`src/rtl/dom_freq_picker.sv`:
```
// Streaming dominant-frequency picker: scans one spectrum frame per window, tracks the
// strongest eligible bin, and publishes its index once it holds steady over several frames.
module dom_freq_picker #(
  parameter int unsigned MAG_W         = 16,
  parameter int unsigned MAX_BINS      = 512,
  parameter int unsigned MIN_BIN       = 2,
  parameter int unsigned STABLE_FRAMES = 3
) (
  input  logic             clk,
  input  logic             reset,
  input  logic             bin_valid,
  input  logic             bin_first,
  input  logic             bin_last,
  input  logic [MAG_W-1:0] bin_mag,
  input  logic [MAG_W-1:0] mag_floor,
  output logic [9:0]       peak,
  output logic [MAG_W-1:0] peak_mag,
  output logic             newDomFreq,
  output logic             frame_err,
  output logic             busy
);

  typedef enum logic {IDLE, SCAN} state_t;

  localparam logic [9:0] LAST_IDX = 10'(MAX_BINS - 1);
  localparam logic [9:0] MIN_IDX  = 10'(MIN_BIN);
  localparam logic [2:0] SF       = 3'(STABLE_FRAMES);

  state_t           state_q, state_d;
  logic [9:0]       idx_q, idx_d;
  logic [MAG_W-1:0] max_q, max_d;
  logic [9:0]       max_idx_q, max_idx_d;
  logic             none_q, none_d;
  logic             res_valid_q, res_valid_d;
  logic [9:0]       res_idx_q, res_idx_d;
  logic [MAG_W-1:0] res_mag_q, res_mag_d;
  logic             res_none_q, res_none_d;
  logic [2:0]       stable_cnt_q, stable_cnt_d;
  logic [9:0]       prev_cand_q, prev_cand_d;
  logic [9:0]       peak_q, peak_d;
  logic [MAG_W-1:0] peak_mag_q, peak_mag_d;
  logic             new_dom_freq_q, new_dom_freq_d;
  logic             frame_err_q, frame_err_d;

  logic             accept;
  logic [9:0]       cur_idx;
  logic [MAG_W-1:0] base_max;
  logic [9:0]       base_idx;
  logic             base_none;
  logic             take;
  logic [MAG_W-1:0] cand_mag;
  logic [9:0]       cand_idx;
  logic             cand_none;
  logic [9:0]       diff;
  logic [2:0]       cnt_next;

  // bin_first restarts the running max in the same cycle, so the incoming bin
  // is compared against a cleared max rather than the stale one.
  always_comb begin
    accept    = bin_valid && ((state_q == SCAN) || bin_first);
    cur_idx   = bin_first ? '0 : idx_q;
    base_max  = bin_first ? '0 : max_q;
    base_idx  = bin_first ? '0 : max_idx_q;
    base_none = bin_first || none_q;
    take      = (cur_idx >= MIN_IDX) && (bin_mag > base_max);
    cand_mag  = take ? bin_mag : base_max;
    cand_idx  = take ? cur_idx : base_idx;
    cand_none = take ? 1'b0 : base_none;

    state_d     = state_q;
    idx_d       = idx_q;
    max_d       = max_q;
    max_idx_d   = max_idx_q;
    none_d      = none_q;
    res_valid_d = 1'b0;
    res_idx_d   = res_idx_q;
    res_mag_d   = res_mag_q;
    res_none_d  = res_none_q;
    frame_err_d = 1'b0;

    if (accept) begin
      idx_d     = cur_idx + 10'd1;
      max_d     = cand_mag;
      max_idx_d = cand_idx;
      none_d    = cand_none;
      if ((state_q == SCAN) && bin_first) begin
        frame_err_d = 1'b1;
      end
      if (bin_last) begin
        res_valid_d = 1'b1;
        res_idx_d   = cand_idx;
        res_mag_d   = cand_mag;
        res_none_d  = cand_none;
        state_d     = IDLE;
      end else if (cur_idx == LAST_IDX) begin
        frame_err_d = 1'b1;
        state_d     = IDLE;
      end else begin
        state_d     = SCAN;
      end
    end
  end

  always_comb begin
    stable_cnt_d   = stable_cnt_q;
    prev_cand_d    = prev_cand_q;
    peak_d         = peak_q;
    peak_mag_d     = peak_mag_q;
    new_dom_freq_d = 1'b0;
    diff           = (res_idx_q > prev_cand_q) ? (res_idx_q - prev_cand_q)
                                               : (prev_cand_q - res_idx_q);
    cnt_next       = '0;

    if (res_valid_q) begin
      if (res_none_q || (res_mag_q < mag_floor)) begin
        stable_cnt_d = '0;
      end else begin
        if ((stable_cnt_q == 3'd0) || (diff > 10'd1)) begin
          cnt_next = 3'd1;
        end else if (stable_cnt_q >= SF) begin
          cnt_next = SF;
        end else begin
          cnt_next = stable_cnt_q + 3'd1;
        end
        stable_cnt_d = cnt_next;
        prev_cand_d  = res_idx_q;
        if (cnt_next == SF) begin
          peak_d         = res_idx_q;
          peak_mag_d     = res_mag_q;
          new_dom_freq_d = 1'b1;
        end
      end
    end
  end

  always_ff @(posedge clk) begin
    if (reset) begin
      state_q        <= IDLE;
      idx_q          <= '0;
      max_q          <= '0;
      max_idx_q      <= '0;
      none_q         <= 1'b1;
      res_valid_q    <= 1'b0;
      res_idx_q      <= '0;
      res_mag_q      <= '0;
      res_none_q     <= 1'b1;
      stable_cnt_q   <= '0;
      prev_cand_q    <= '0;
      peak_q         <= '0;
      peak_mag_q     <= '0;
      new_dom_freq_q <= 1'b0;
      frame_err_q    <= 1'b0;
    end else begin
      state_q        <= state_d;
      idx_q          <= idx_d;
      max_q          <= max_d;
      max_idx_q      <= max_idx_d;
      none_q         <= none_d;
      res_valid_q    <= res_valid_d;
      res_idx_q      <= res_idx_d;
      res_mag_q      <= res_mag_d;
      res_none_q     <= res_none_d;
      stable_cnt_q   <= stable_cnt_d;
      prev_cand_q    <= prev_cand_d;
      peak_q         <= peak_d;
      peak_mag_q     <= peak_mag_d;
      new_dom_freq_q <= new_dom_freq_d;
      frame_err_q    <= frame_err_d;
    end
  end

  assign peak       = peak_q;
  assign peak_mag   = peak_mag_q;
  assign newDomFreq = new_dom_freq_q;
  assign frame_err  = frame_err_q;
  assign busy       = (state_q == SCAN);

endmodule

```
`config.mk`:
```
export PLATFORM = sky130hd
export DESIGN_NAME = dom_freq_picker
export DESIGN_NICKNAME = d
export VERILOG_FILES = /design/src/rtl/dom_freq_picker.sv
export SDC_FILE = /design/constraint.sdc
export NUM_CORES = 1
export LEC_CHECK = 0
export ABC_AREA = 0
export BUFFER_PORTS_ARGS = -buffer_cell sky130_fd_sc_hd__buf_4
export CORE_ASPECT_RATIO = 0.8
export CORE_MARGIN = 4
export CORE_UTILIZATION = 40
export CTS_BUF_LIST = sky130_fd_sc_hd__clkbuf_16
export DETAILED_ROUTE_END_ITERATION = 6
export SLEW_MARGIN = 30
export SYNTH_ARGS = -nofsm -noshare
export SYNTH_HDL_FRONTEND = slang
export SYNTH_SLANG_ARGS = --single-unit
```
`constraint.sdc`:
```
create_clock -name clk -period 6.4 [get_ports clk]
set_input_delay 0.32 -clock clk [delete_from_list [all_inputs] [get_ports clk]]
set_output_delay 0.32 -clock clk [all_outputs]
set_load 0.02 [all_outputs]
```
---- Word level (Yosys, flattened, before mapping) ----
Index checks and enable logic that the tools add are counted.
storage, ports and cells
  register bits after elaboration ......... 107
cells by class
  $add $sub $neg .......................... 4
  order comparisons ....................... 6
  eq/ne operators ......................... 2
  mux-type cells .......................... 19
  bitwise gates (word level) .............. 3
  reduce and logical (&&, ||, !) cells .... 13
operator list
  cell                   count
  $mux 10                4
  $mux 16                2
  $sub 10x10->10         2
  $gt 16x16->1           1
  $lt 16x16->1           1
  $mux 3                 5
  $add 10x1->10 const B  1
  $eq 10x9->1 const B    1
  $ge 10x2->1 const B    1
  $gt 10x1->1 const B    1
  $gt 10x10->1           1
  $mux 1                 8
  $logic_or 1x1->1       4
  $reduce_and 2->1       2
  $add 3x1->3 const B    1
  $eq 3x2->1 const B     1
  $ge 3x2->1 const B     1
  $logic_and 1x1->1      3
  $logic_not 3->1        1
  $not 1->1              3
  $reduce_and 3->1       1
  $reduce_or 3->1        1
  $reduce_or 2->1        1

---- Depth between registers and ports, before layout ----
Gate-level depths: netlist of the first run.
  word-level depth ........................ 9
  depth in mapped cells ................... 13
  mapped depth without buffers ............ 12

---- Worst setup path before layout of the first run ----
No wires, ideal clock.
  kind .................................... flip-flop to flip-flop
  start point ............................. register res_idx_q[0]
  end point ............................... register stable_cnt_q[0]
  setup time .............................. 126 ps
  arrival time ............................ 3224 ps
  required time ........................... 6274 ps
  setup slack ............................. 3050 ps
  cell stages (with the launch flop) ...... 13
  path through ............................ dfxtp_1 -> ha_1 -> inv_1 -> fa_1 -> a211oi_1 -> nor2_1 -> xor2_1 -> a311o_1 -> or4_4 -> o41a_1 -> clkbuf_1 -> o211ai_1 -> o31ai_1
between the ends
  word-level cells in the longest chain between the ends .. 8
  elaborated cells between the ends (all ways) .. 10
RTL lines
  item                                    line  text
  from (decl)                             35    logic [9:0] res_idx_q, res_idx_d;
  from (signal assigned)                  160   res_idx_q <= res_idx_d;
  $sub 10x10->10 (tied with other cells)  111   : (prev_cand_q - res_idx_q);
  $mux 10 *                               110   diff = (res_idx_q > prev_cand_q) ? (res_idx_q - prev_cand_q)
  $gt 10x1->1 *                           118   if ((stable_cnt_q == 3'd0) || (diff > 10'd1)) begin
  $logic_or 1x1->1 *                      118
  $mux 3 *                                118
  $mux 3 *                                115   if (res_none_q || (res_mag_q < mag_floor)) begin
  $mux 3 *                                114   if (res_valid_q) begin
  $mux 3 *                                115
  to (signal assigned)                    163   stable_cnt_q <= stable_cnt_d;
  to (decl)                               38    logic [2:0] stable_cnt_q, stable_cnt_d;
Mark *: on every way between the ends. The rest lies on a longest branch, timed or not. The select of a mux whose other input is x is not followed.
A chain may end at the register's enable or synchronous reset.

---- Worst setup path in the final report of the first run ----
  start point ............................. register res_idx_q[1]
  end point ............................... register peak_q[5] (netlist: peak[5])
between the ends
  word-level cells in the longest chain between the ends .. 9
  elaborated cells between the ends (all ways) .. 11
RTL lines
  item                                    line  text
  $sub 10x10->10 (tied with other cells)  111
  $mux 10 *                               110
  $gt 10x1->1 *                           118
  $logic_or 1x1->1 *                      118
  $mux 3 *                                118
  $mux 3 *                                115
  $mux 3 *                                114
  $eq 3x2->1 *                            127   if (cnt_next == SF) begin
  $reduce_and 3->1 (no line) *            -
  to (signal assigned)                    165   peak_q <= peak_d;
  to (decl)                               40    logic [9:0] peak_q, peak_d;
Marks and branches as above.

==> results of run 1 <==
[state kept, by name, indices dropped and copies added (netlist names), 3 cells and up]
name          flops
max_idx_q        10
res_mag_q        16
res_idx_q        10
prev_cand_q      10
max_q            16
peak_mag         16
idx_q            10
peak             10
stable_cnt_q      3
[kinds of logic after synthesis]
kind of cell | synth area share [%]
xor gates and xnor gates | 1.545
muxes | 6.580
AOI/OAI and AO/OA | 23.23
DFF | 34.34
and+or+nand+nor | 15.37
buffers and inverters | 7.262
adders and majority gates | 11.68
[worst min-delay path, stage by stage]
cell,delay (ps)
buf_4,120
o21a_1,120
nor3_1,40
[power by group]
part	leakage, nW	internal, mW	total (mW)	switching (mW)
logic	1.93	0.0593	0.137	0.0773
registers	0.867	0.680	0.692	0.0114
clock network	0.131	0.267	0.532	0.265
total	2.93	1.01	1.36	0.354
[final cells by class]
type	count	area, sq um
Fill cell	1482	8053
Multi-Input combinational cell	530	3676
Sequential cell	107	2142
Timing Repair Buffer	69	518.0
Tap cell	210	262.8
Inverter	62	232.7
Clock buffer	9	225.2
Clock inverter	7	55.05
[through the flow]
stage	setup WS (ps)	utilization [%]	std cells
after detailed placement	2547	45.03	978
after floorplan	3050	-	748
after CTS	2522	46.88	994
final	2641	46.90	994
after global routing	2424	46.90	994
after global placement	2579	44.94	978
[worst paths after layout]
path                     start       to  cells after the start
setup reg to reg  res_idx_q[1]  peak[5]                     11
hold / removal        bin_last     busy                      3
setup / recovery  res_idx_q[1]  peak[5]                     11
hold reg to reg        peak[7]  peak[7]                      2
[routing by layer]
| layer | track usage [%] | vias up | part of all wire (%) |
|---|---|---|---|
| met5 | 0 | - | 0 |
| met4 | 4.307 | 0 | 1.1 |
| met3 | 4.115 | 17 | 5.5 |
| met2 | 28.33 | 141 | 42 |
| met1 | 29.68 | 2599 | 52 |
| li1 | - | 2733 | - |
[placed cells by master, fill, tap and decap left out, types with 12 or more instances in the layout]
cell / instances
a21o_1: 14
a21oi_1: 84
mux2i_1: 23
o21ai_0: 87
buf_4: 69
nor2b_1: 14
nand2b_1: 24
nor2_1: 36
ha_1: 55
inv_1: 62
nor3_1: 12
mux2_2: 16
nand2_1: 29
dfxtp_1: 107
nand4_1: 36
==> results.sh, run 1 <==
export IMPL_start_kind="register"
export IMPL_avgRoutedWirePerCell_um=17.11
export IMPL_maxCapViolations=0
export IMPL_ys_types=52
export IMPL_cp_data_arrival_time_ps=4040
export IMPL_ioPinCount=66
export IMPL_syn_num_nets=842
export IMPL_grt_start_max_net_pins=56
export IMPL_place_hpwl_mm=12.34
export IMPL_core_sq_mm=0.01516
export IMPL_routed_wirelength_mm=17.01
export IMPL_cts_root_buf="clkbuf_16"
export IMPL_path_max_fanout=28
export IMPL_synth_most_common_cell="dfxtp_1"
export IMPL_ys_ff_latch=107
export IMPL_post_cts_buffers=0
export IMPL_clkTransAtPathRegs_ps=80
export IMPL_drt_iter0_markers=493
export IMPL_cpPeakStageDelay_ps=540
export IMPL_synthTopCellsByCount="dfxtp_1, o21ai_0, a21oi_1"
export IMPL_area_delta_synth_final_pct=14.02
export IMPL_htreeDepth=3
export IMPL_grt_pass1_wl_mm=28.01
export IMPL_diodes=0
export IMPL_outcome="complete, no violations"
export IMPL_critPathSlowestCell="or4_4"
export IMPL_synth_top_area_share_pct=34.34
export IMPL_first_global_vias=5290
export IMPL_holdWs_ps=293.4
export IMPL_detail_route_antenna_nets=0
export IMPL_stdcell_area_sq_mm=0.007112
export IMPL_hold_class="input port to register"
export IMPL_fin_worst_skew_ps=8.650
export IMPL_finalSetupTns_ps=0
export IMPL_synth_area_per_cell_sq_um=8.339
export IMPL_hold_buffers=0
export IMPL_synth_edf_count=0
export IMPL_rsz0062_at_grt="no"
export IMPL_irDropWorstVdd_uv=170.7
export IMPL_ys_seq_area_share_pct=34.34
export IMPL_synthFlopType="dfxtp_1"
export IMPL_rows=40
export IMPL_criticalPathCategory="register to register"
export IMPL_drc_errors=0
export IMPL_cts_tree="yes"
export IMPL_die_height_um=119.7
export IMPL_leakage_nw=2.929
export IMPL_cts_sink_count=107
export IMPL_vias=5490
export IMPL_yosysWarnings=0
export IMPL_finalCritPeriodShare_pct=58.73
export IMPL_worstPathRequired_ps=6680
export IMPL_tightest_slew_ps=929.7
export IMPL_hold_viol=0
export IMPL_worst_r2r_setup_slack_ps=2640
export IMPL_dieWidth_um=147.6
export IMPL_crit_buf_inv=2
export IMPL_slew_headroom_pct=38.02
export IMPL_routabilityCongestion=0.9064
export IMPL_finalSetupViolCount=0
export IMPL_overflow=0
export IMPL_final_layout_size_suffix_gt1_share_pct=14.03
export IMPL_antenna_found_initial=0
export IMPL_io_buffers=65
export IMPL_grt_total_usage_pct=19.57
export IMPL_path_delay_family="compound AO/OA/AOI/OAI gates"
export IMPL_worstPathCellList="inv_1 -> fa_1 -> a211oi_1 -> nor2_1 -> xor2_1 -> a311o_1 -> or4_4 -> o41ai_4 -> buf_4 -> nand4_1 -> a21oi_1"
export IMPL_syn_cell_area_sq_mm=0.006237
export IMPL_slew_viol_final=0
export IMPL_max_freq_mhz=266.1
export IMPL_power_total_mw=1.360
export IMPL_placed_cell_area_sq_mm=0.006829
export IMPL_async_reset_ff_share_pct=0
export IMPL_synth_cells=748
export IMPL_post_cts_resized=0
export IMPL_synth_area_top_cells="dfxtp_1, ha_1, o21ai_0"
export IMPL_yosysTopAreaCell="dfxtp_1"
export IMPL_first_pass_iters=5
export IMPL_fin_nets=873
export IMPL_clkLatencyLatePin_ps=350
export IMPL_initial_core_util_pct=41.13
export IMPL_viasPerCell=5.523
export IMPL_min_period_ps=3759
export IMPL_cp_end_kind="register"
export IMPL_die_area_sq_mm=0.01767
export IMPL_clk_path_buf_depth=2
export IMPL_cts_buffers_inserted=9
export IMPL_powerDensity_mw_per_mm2=191.3
(Power assumes the default switching activity.)
==> run 2, diff against run 1 <==
Clock period 6.4 ns to 3.63 ns, I/O delays scaled along.
==> run 2 against run 1 <==
Against the previous run: non-clock buffer count rose by 16; clock power rose by 99%; via count up 0.35%; power is 85% higher; fmax rose by 9.1%; sequential cell count stayed put; combinational power rose by 75%; register-to-register slack got worse by 2500 ps; sequential share of layout area is 0.78 points lower.
==> results.sh, run 2 (synthesized netlist as in run 1, its figures left out) <==
export IMPL_first_pass_iters=5
export IMPL_final_cell_mix="dfxtp_1, o21ai_0, a21oi_1, buf_4, inv_1"
export IMPL_place_hpwl_mm=12.75
export IMPL_powerDensity_mw_per_mm2=345.0
export IMPL_p_seq_share_pct=48.4
export IMPL_antenna_found_initial=0
export IMPL_cp_common_cell="inv_1"
export IMPL_leakage_nw=3.055
export IMPL_multi_input_comb_area_sq_mm=0.003685
export IMPL_routabilityCongestion=0.9663
export IMPL_n_fill_cell=1494
export IMPL_first_global_vias=5359
export IMPL_placed_cell_area_sq_mm=0.006968
export IMPL_initial_core_util_pct=41.13
export IMPL_cp_data_arrival_time_ps=3660
export IMPL_holdWs_ps=143.9
export IMPL_outcome="complete, no violations"
export IMPL_final_layout_size_suffix_gt1_share_pct=16.00
export IMPL_rows=40
export IMPL_tightest_slew_ps=932.4
export IMPL_setup_slack_ps=183.9
export IMPL_power_total_mw=2.520
export IMPL_cts_tree="yes"
export IMPL_finalCritPeriodShare_pct=94.94
export IMPL_viasPerCell=5.454
export IMPL_max_freq_mhz=290.2
export IMPL_irDropWorstVdd_uv=269.6
export IMPL_min_path_cells=3
export IMPL_worstPathRequired_ps=3850
export IMPL_ioPinCount=66
export IMPL_worstPathCellList="inv_1 -> ha_1 -> inv_1 -> fa_1 -> a211oi_2 -> nor2_1 -> xor2_1 -> a311o_1 -> or4_4 -> o41a_1 -> buf_4 -> o21ai_0 -> a21oi_1"
export IMPL_start_kind="register"
export IMPL_grt_start_max_net_pins=56
export IMPL_layout_commonest_cell="dfxtp_1"
export IMPL_detail_route_antenna_nets=0
export IMPL_cpPeakStageDelay_ps=540
export IMPL_drc_errors=0
export IMPL_cts_sink_count=107
export IMPL_maxCapViolations=0
export IMPL_critPathSlowestCell="or4_4"
export IMPL_die_area_sq_mm=0.01767
export IMPL_hold_class="input port to register"
export IMPL_htreeDepth=3
export IMPL_overflow=0
export IMPL_place_ws_ps=121.9
export IMPL_p_switching_uw=610.0
export IMPL_reg2regPathDepth=13
export IMPL_clk_path_buf_depth=2
export IMPL_p_sw_share_pct=24.20
export IMPL_p_comb_share_pct=9.5
export IMPL_slew_viol_final=0
export IMPL_avgRoutedWirePerCell_um=17.04
export IMPL_area_delta_synth_final_pct=17.13
export IMPL_clkLatencyLatePin_ps=360
export IMPL_register_area_sq_mm=0.002143
export IMPL_die_height_um=119.7
export IMPL_io_buffers=65
export IMPL_intPower_mw=1.910
export IMPL_fin_nets=889
export IMPL_slew_headroom_pct=37.84
export IMPL_stdcell_area_sq_mm=0.007306
export IMPL_finalSetupViolCount=0
export IMPL_fin_worst_skew_ps=6.789
export IMPL_clock_power_share_pct=42.1
export IMPL_diodes=0
export IMPL_cts_root_buf="clkbuf_16"
export IMPL_path_max_fanout=7
export IMPL_hold_viol=0
export IMPL_vias=5509
export IMPL_dieWidth_um=147.6
export IMPL_drt_iter0_markers=397
export IMPL_routed_wirelength_mm=17.21
export IMPL_criticalPathCategory="register to register"
export IMPL_grt_total_usage_pct=19.67
export IMPL_grt_pass1_wl_mm=28.10
export IMPL_cts_buffers_inserted=9
export IMPL_core_sq_mm=0.01516
export IMPL_min_period_ps=3446
export IMPL_cp_end_kind="register"
export IMPL_clkTransAtPathRegs_ps=70
## run 2: cell types whose count changed in the layout (fill, tap and decap cells not counted), sizes merged
cell,delta
buf,+16
clkinvlp,-2
clkinv,+1
bufinv,+2
inv,-1
## run 2: repair_timing
item	4_1_cts	5_1_grt
hold buffers	0	0
gates resized for setup	0	6
setup endpoints to repair	0	30
buffers inserted	0	0
hold endpoints to repair	0	0
## run 2: area by class of cell
| class | count | area share, % |
|---|---|---|
| Tap cell | 210 | 3.597 |
| Sequential cell | 107 | 29.34 |
| Inverter | 62 | 3.185 |
| Clock inverter | 7 | 1.284 |
| Clock buffer | 9 | 3.083 |
| Timing Repair Buffer | 85 | 9.077 |
| Multi-Input combinational cell | 530 | 50.44 |
## run 2: worst paths after layout
check                                    start            to  slack, ps
worst max-delay path            prev_cand_q[0]       peak[7]        180
worst min-delay path                bin_mag[0]  res_mag_q[0]        140
worst min register to register         peak[4]       peak[4]        470
worst max register to register  prev_cand_q[0]       peak[7]        180
## run 2: power by group through the flow
stage / clock, mW / sequential (mW) / combinational, mW
floorplan: 0 / 1.24 / 0.159
global placement: 0 / 1.25 / 0.234
detailed placement: 0 / 1.25 / 0.240
CTS: 1.09 / 1.22 / 0.242
global route: 1.14 / 1.22 / 0.275
finish: 1.06 / 1.22 / 0.240
## run 2: worst max-delay path: cells and delay by family, from the launching register on
kind                     cells  cell delay [ps]
XOR/XNOR                     1              160
AND/OR/NAND/NOR              2              660
AO/OA/AOI/OAI                5             1280
buffers and inverters        3              320
adder cells (fa/ha/maj)      2              560
flip-flops                   1              330
## run 2: routing by layer
metal / routed length (um) / vias up / share of wire (%) / global-route usage [%]
li1: - / 2752 / - / -
met1: 8794 / 2606 / 51 / 29.51
met2: 7257 / 143 / 42 / 28.30
met3: 1064 / 8 / 6.2 / 5.776
met4: 94 / 0 / 0.55 / 2.969
met5: 0 / - / 0 / 0
## run 2: through the flow
| stage | instances | utilization, % | TNS (ps) |
|---|---|---|---|
| global placement | 994 | 45.90 | 0 |
| detailed placement | 994 | 45.95 | 0 |
| finish | 1010 | 48.18 | 0 |
| floorplan | 748 | - | 0 |
| CTS | 1010 | 48.05 | 0 |
| global route | 1010 | 48.18 | -7.109 |
